### src/rtl/mvm_row_streamer.sv
// Producer for the accumulator stream: walks a row-major matrix and a vector held in
// sync-read RAMs and emits one first/last-framed stream of element products per row.
module mvm_row_streamer #(
    parameter  int IWIDTH   = 8,
    parameter  int OWIDTH   = 19,
    parameter  int MAX_LEN  = 64,
    parameter  int MAX_ROWS = 64,
    localparam int LENW     = $clog2(MAX_LEN) + 1,
    localparam int ROWW     = $clog2(MAX_ROWS) + 1,
    localparam int VADDRW   = $clog2(MAX_LEN),
    localparam int MADDRW   = $clog2(MAX_LEN * MAX_ROWS)
) (
    input  logic                     clk,
    input  logic                     rst,
    input  logic                     start,
    input  logic [ROWW-1:0]          num_rows,
    input  logic [LENW-1:0]          vec_len,
    output logic                     busy,
    output logic                     done,
    output logic                     mat_ren,
    output logic [MADDRW-1:0]        mat_raddr,
    input  logic signed [IWIDTH-1:0] mat_rdata,
    output logic                     vec_ren,
    output logic [VADDRW-1:0]        vec_raddr,
    input  logic signed [IWIDTH-1:0] vec_rdata,
    output logic [OWIDTH-1:0]        out_data,
    output logic                     out_valid,
    output logic                     out_first,
    output logic                     out_last
);

    typedef enum logic [2:0] {
        S_IDLE  = 3'd0,
        S_ISSUE = 3'd1,
        S_DRAIN = 3'd2,
        S_DONE  = 3'd3,
        S_EMPTY = 3'd4
    } state_t;

    localparam logic [LENW-1:0] LEN_MAX  = LENW'(MAX_LEN);
    localparam logic [LENW-1:0] LEN_ONE  = LENW'(1);
    localparam logic [LENW-1:0] LEN_ZERO = {LENW{1'b0}};
    localparam logic [ROWW-1:0] ROW_MAX  = ROWW'(MAX_ROWS);
    localparam logic [ROWW-1:0] ROW_ONE  = ROWW'(1);
    localparam logic [ROWW-1:0] ROW_ZERO = {ROWW{1'b0}};

    // Exact signed product, sign-extended to the stream width.
    function automatic logic [OWIDTH-1:0] mul_ext(input logic signed [IWIDTH-1:0] a,
                                                  input logic signed [IWIDTH-1:0] b);
        logic signed [2*IWIDTH-1:0] p;
        p = a * b;
        return OWIDTH'(p);
    endfunction

    state_t              state_r, state_s;
    logic [LENW-1:0]     len_r, col_r, len_sat_s;
    logic [ROWW-1:0]     rows_r, row_r, rows_sat_s;
    logic [MADDRW-1:0]   addr_r;
    logic                col_last_s, last_rd_s;
    logic                busy_r, done_r, ren_r;
    logic                v1_r, f1_r, l1_r;
    logic [OWIDTH-1:0]   out_data_r;
    logic                out_valid_r, out_first_r, out_last_r;

    assign len_sat_s  = (vec_len > LEN_MAX) ? LEN_MAX : vec_len;
    assign rows_sat_s = (num_rows > ROW_MAX) ? ROW_MAX : num_rows;
    assign col_last_s = (col_r == (len_r - LEN_ONE));
    assign last_rd_s  = col_last_s && (row_r == (rows_r - ROW_ONE));

    // Next-state logic for the job sequencer.
    always_comb begin
        state_s = state_r;
        case (state_r)
            S_IDLE: begin
                if (start) begin
                    if ((num_rows == ROW_ZERO) || (vec_len == LEN_ZERO)) begin
                        state_s = S_EMPTY;
                    end else begin
                        state_s = S_ISSUE;
                    end
                end else begin
                    state_s = S_IDLE;
                end
            end
            S_ISSUE: begin
                if (last_rd_s) begin
                    state_s = S_DRAIN;
                end else begin
                    state_s = S_ISSUE;
                end
            end
            // Once stage 1 is empty the output stage holds the final beat.
            S_DRAIN: begin
                if (!v1_r) begin
                    state_s = S_DONE;
                end else begin
                    state_s = S_DRAIN;
                end
            end
            S_DONE:  state_s = S_IDLE;
            S_EMPTY: state_s = S_DONE;
            default: state_s = S_IDLE;
        endcase
    end

    // State register and registered control outputs derived from the next state.
    always_ff @(posedge clk) begin
        if (rst) begin
            state_r <= S_IDLE;
            busy_r  <= 1'b0;
            done_r  <= 1'b0;
            ren_r   <= 1'b0;
        end else begin
            state_r <= state_s;
            busy_r  <= (state_s == S_ISSUE) || (state_s == S_DRAIN) || (state_s == S_EMPTY);
            done_r  <= (state_s == S_DONE);
            ren_r   <= (state_s == S_ISSUE);
        end
    end

    // Job parameters and read-address counters; the matrix address just counts up.
    always_ff @(posedge clk) begin
        if (rst) begin
            len_r  <= LEN_ZERO;
            rows_r <= ROW_ZERO;
            col_r  <= LEN_ZERO;
            row_r  <= ROW_ZERO;
            addr_r <= {MADDRW{1'b0}};
        end else begin
            case (state_r)
                S_IDLE: begin
                    if (start) begin
                        len_r  <= len_sat_s;
                        rows_r <= rows_sat_s;
                    end
                    col_r  <= LEN_ZERO;
                    row_r  <= ROW_ZERO;
                    addr_r <= {MADDRW{1'b0}};
                end
                S_ISSUE: begin
                    addr_r <= addr_r + {{(MADDRW-1){1'b0}}, 1'b1};
                    if (col_last_s) begin
                        col_r <= LEN_ZERO;
                        row_r <= row_r + ROW_ONE;
                    end else begin
                        col_r <= col_r + LEN_ONE;
                    end
                end
                default: begin
                    col_r <= col_r;
                end
            endcase
        end
    end

    // Stage 1 carries valid/first/last alongside the RAM read latency.
    always_ff @(posedge clk) begin
        if (rst) begin
            v1_r <= 1'b0;
            f1_r <= 1'b0;
            l1_r <= 1'b0;
        end else begin
            v1_r <= ren_r;
            f1_r <= ren_r && (col_r == LEN_ZERO);
            l1_r <= ren_r && col_last_s;
        end
    end

    // Output stage: registered product, forced to zero when no beat is present.
    always_ff @(posedge clk) begin
        if (rst) begin
            out_data_r  <= {OWIDTH{1'b0}};
            out_valid_r <= 1'b0;
            out_first_r <= 1'b0;
            out_last_r  <= 1'b0;
        end else begin
            out_data_r  <= v1_r ? mul_ext(mat_rdata, vec_rdata) : {OWIDTH{1'b0}};
            out_valid_r <= v1_r;
            out_first_r <= f1_r;
            out_last_r  <= l1_r;
        end
    end

    assign busy      = busy_r;
    assign done      = done_r;
    assign mat_ren   = ren_r;
    assign vec_ren   = ren_r;
    assign mat_raddr = addr_r;
    assign vec_raddr = col_r[VADDRW-1:0];
    assign out_data  = out_data_r;
    assign out_valid = out_valid_r;
    assign out_first = out_first_r;
    assign out_last  = out_last_r;

endmodule

### config.mk
export PLATFORM = sky130hd
export DESIGN_NAME = mvm_row_streamer
export DESIGN_NICKNAME = d
export VERILOG_FILES = /design/src/rtl/mvm_row_streamer.sv
export SDC_FILE = /design/constraint.sdc
export NUM_CORES = 1
export LEC_CHECK = 0
export CAP_MARGIN = 20
export CORE_UTILIZATION = 54
export DETAILED_ROUTE_END_ITERATION = 7
export GPL_TIMING_DRIVEN = 0
export HOLD_SLACK_MARGIN = 0.06
export PLACE_DENSITY_LB_ADDON = 0.15
export SLEW_MARGIN = 20
export SYNTH_ARGS = -nofsm -noshare
export SYNTH_HDL_FRONTEND = slang
export SYNTH_SLANG_ARGS = --single-unit
### constraint.sdc
create_clock -name clk -period 7.3 [get_ports clk]
set_input_delay 1.095 -clock clk [delete_from_list [all_inputs] [get_ports clk]]
set_output_delay 1.095 -clock clk [all_outputs]
set_load 0.05 [all_outputs]
# Word level (Yosys, flattened, before mapping)
# Index checks and enable logic that the tools add are counted.
# classes
bitwise_logic,1
mux,12
addsub,5
n_mul,1
n_eq_ne,10
order_cmp,2
n_reduce_logical,14
# ops
op,count
7-bit two-way mux,4
7-bit one-hot mux with 2 select lines,2
12-bit one-hot mux with 2 select lines,1
7-bit zero test,3
8-bit by 8-bit multiplier with 16-bit output,1
7-bit by 1-bit adder with 7-bit output (second input constant),2
7-bit == test,2
7-bit greater-than comparator (second input constant),2
7-bit by 1-bit subtractor with 7-bit output (second input constant),2
12-bit by 1-bit adder with 12-bit output (second input constant),1
3-bit one-hot mux with 4 select lines,1
3-bit by 2-bit == test with 1-bit output (second input constant),3
3-bit by 1-bit == test with 1-bit output (second input constant),2
3-bit == test (second input constant),2
3-bit two-way mux,2
2-bit AND reduction,2
1-bit logical AND,3
3-bit zero test,1
1-bit logical OR,3
2-bit two-way mux,1
2-bit != test (second input constant),1
2-bit nonzero test,1
2-bit OR reduction,1
1-bit two-way mux,1
1-bit inverter,1
# word_totals
inputBits,33
register_bits,68
word_cells,61
out_inout_bits,44

# Logic depth before layout (Yosys ltp)
# logic_depth
depth_word,8
mapped_depth,16
depth_no_buf,16

# Worst setup path before layout
# OpenSTA, ideal clock, no wires.
# synth_path
path_kind,input port to flip-flop
start,input port vec_rdata[3]
end,"register, netlist name out_data[15]"
setup_time_ns,0.126
path_buffers,0
required_time_ns,7.174
slack_ns,2.370
cell_stages,14
t_arrival_ns,4.804
cell_sequence,and2_1 > fa_1 > inv_1 > fa_1 > inv_1 > fa_1 > inv_1 > fa_1 > inv_1 > ha_1 > or4_1 > a31oi_1 > o21ai_0 > nor3b_1
# synth_between
elab_chain_cells,1
# synth_lines
item,line,rtl
start: declaration,25,"input logic signed [IWIDTH-1:0] vec_rdata,"
8-bit by 8-bit multiplier with 16-bit output,51,p = a * b;
# Every way passes these cells.
# A chain may end at the register's enable or synchronous reset.

# Final worst setup path
# layout_path
start,input port vec_rdata[3]
end,"register, netlist name out_data[15]"
# layout_between
elab_chain_cells,1
# layout_lines
item,line
8-bit by 8-bit multiplier with 16-bit output,51
# Every way passes these cells.

==> results.cfg <==
[routing]
avgRoutedWirePerCell_um = 13.85
wl_met1_um = 5157
drtAntennaViolNets = 0
finalWirelength_um = 12110
first_pass_iters = 6
first_iter_violations = 165
route.detailed.drc = 0
routed.top_layer = met4
vias_per_cell = 5.418
vias = 4735
routed-wl-met3_um = 488
dr_wl_met2_um = 6164

[timing]
setup_viol = 0
setup_tns_ns = 0
fmax_mhz = 184.8
post-route-period-util_pct = 74.14
finalCriticalPeriod_ns = 5.413
hold_slack_ns = 0.4530
rsz0062_at_grt = no
hold_viol = 0
slew_headroom_pct = 50.16
maxSlewViolCount = 0
tightest_slew_ns = 0.7461
skew_ns = 0.007705

[global_routing]
antenna_found_initial = 0
track_usage_pct = 23.51
grt_pass1_wl_um = 20860
grt_max_degree = 11
grt_pass1_vias = 4697
grt-ovfl-total = 0

[clocking]
cts_made_buffers = 9
cts_setup_buffers = 0
cts-resized-gates = 0
cts_sinks = 68
insertion_delay_ns = 0.34
cts.clk_slew.worst_paths_ns = 0.07
h-tree-depth = 3
ctsHoldBuffers = 0
clockRootBuffer = clkbuf_8
cts_buffer_depth = 2
cts_tree = yes

[setup_path]
reg2reg_slack_ns = 4.41
startpoint = vec_rdata[3]
endpoint = out_data[15]$_SDFF_PP0_
crit_type = in -> reg
crit_fanout = 8
required_ns = 7.52
crit_arrival_ns = 5.63
worstSetupStartpointType = primary input
r2r-end = mat_ren$_SDFF_PP0_
critPathCaptureType = flop
reg2reg_depth = 7
rr_startpoint = len_r[2]$_SDFFE_PP0P_

[finish]
syn_to_final_growth_pct = 19.66
layout_common_cells = inv_1, clkdlybuf4s50_1, dfxtp_1, fa_1, and2_1
drive_gt1_share_pct = 5.827
final_common_cell = inv_1
post-route-util_pct = 66.25
antenna_cells = 0
fin_cells = 874
stdcell_area_um2 = 6778
nets = 857

[floorplanning]
start_util_pct = 55.36
die_width_um = 104.4
die_area_um2 = 10900
rows = 37
pin_count = 77
coreArea_um2 = 10230
fp.dieH_um = 104.4

[run_status]
status = complete, no violations

[placed_design]
place.port_buffers = 74
gp_congestion = 0.8673
placed_area_um2 = 6575
dp_hpwl_um = 9753
dp.cells = 859

[synth]
synth-edff-count = 0
synth_area_um2 = 5664
syn-instance-count = 649
synth_cell_types = 58
synth_top_area_share_pct = 24.03
postSynth.asyncResetShare_pct = 0
ys_ff_latch = 68
synth_top_flop_cell = dfxtp_1
avgSynthCellArea_um2 = 8.728
synth_area_leaders = dfxtp_1, fa_1, ha_1
yosys_warnings = 0
ys_seq_area_share_pct = 24.03
synth_nets = 772
netlist.top_cell.by_area = dfxtp_1

[pwr]
vdd_drop_max_mv = 0.1186
power_leakage_nw = 2.851
power_density_nw_per_um2 = 236.4

[min_path]
hold_class = reg -> reg

[job]
cap_violations = 0
[power by group]
part | total (mW) | switching [mW] | internal [mW]
combinational | 0.880 | 0.516 | 0.364
sequential | 0.404 | 0.0130 | 0.391
clock | 0.318 | 0.134 | 0.184
[sequential cells by signal (all words and copies together), names as in the netlist]
signal and count:
len_r 7, l1_r 1, col_r 7, busy 1, f1_r 1, rows_r 7
done 1, row_r 7, mat_ren 1, out_data 16, state_r 3, mat_raddr 12
out_last 1, out_valid 1, out_first 1, v1_r 1
[logic make-up after synthesis]
logic type	count (synthesis)	synth area share, %
AO/OA/AOI/OAI	101	11.11
XOR/XNOR	29	4.484
adder cells (fa/ha/maj)	90	27.17
buffers and inverters	120	9.366
flip-flops	68	24.03
multiplexers	3	0.5743
AND/OR/NAND/NOR	238	23.26
[critical path, cell delays in order]
cell             delay, ns
clkdlybuf4s50_1       0.55
and2_1                0.28
fa_1                  0.61
inv_1                 0.15
fa_1                  0.55
inv_1                 0.06
fa_1                  0.53
inv_1                 0.05
fa_1                  0.52
inv_1                 0.04
ha_1                  0.25
or4_1                 0.51
a31oi_1               0.20
o21ai_0               0.09
nor3b_1               0.14
[cell type report]
class	instances	area, µm²
buffer	26	177.7
clock buffer	14	172.7
clock inverter	1	30.03
fill	896	3453
inverter	94	352.8
multi-input combinational	461	3772
sequential	68	1361
tap	136	170.2
timing repair buffer	74	740.7
[cell usage after synthesis, types with 3 or more instances]
| master | n |
|---|---|
| xor2_1 | 10 |
| dfxtp_1 | 68 |
| nand3b_1 | 3 |
| buf_4 | 11 |
| buf_6 | 5 |
| nor4_1 | 3 |
| fa_1 | 55 |
| nor3_1 | 16 |
| nand2_1 | 38 |
| nand4_1 | 8 |
| or3_1 | 8 |
| inv_1 | 93 |
| nor3b_1 | 15 |
| a31oi_1 | 5 |
| o211ai_1 | 10 |
| and3_1 | 3 |
| and2_1 | 50 |
| a21oi_1 | 38 |
| nor2_1 | 41 |
| or2_2 | 3 |
| o311ai_0 | 3 |
| nand2b_1 | 4 |
| xnor2_1 | 19 |
| ha_1 | 35 |
| a21o_1 | 4 |
| o21ai_0 | 20 |
| nor2b_1 | 13 |
| a211oi_1 | 4 |
| nand3_1 | 15 |
| or4_1 | 6 |
| clkbuf_1 | 9 |
[worst min path at each step]
stage	endpoint	from	depth (start not counted)	slack, ns
final	out_last$_SDFF_PP0_	l1_r$_SDFF_PP0_	1	0.45
after floorplan	out_first$_SDFF_PP0_	f1_r$_SDFF_PP0_	1	0.41
after CTS	out_last$_SDFF_PP0_	l1_r$_SDFF_PP0_	1	0.46
after global routing	out_first$_SDFF_PP0_	f1_r$_SDFF_PP0_	1	0.46
after detailed placement	out_first$_SDFF_PP0_	f1_r$_SDFF_PP0_	1	0.45
after global placement	out_last$_SDFF_PP0_	l1_r$_SDFF_PP0_	1	0.45
[metal layers]
metal  up-vias  GRT usage (%)
li1       2314              -
met1      2252          27.64
met2       137          42.10
met3        32          3.885
met4         0          9.898
met5         -              0
[per-stage QoR]
stage | setup slack (ns) | power, mW
global placement | 1.548 | 1.263
detailed placement | 1.499 | 1.292
CTS | 1.871 | 1.616
finish | 1.887 | 1.602
global route | 1.612 | 1.756
floorplan | 2.370 | 1.092
Note: power is estimated with default switching activity, not from simulation.
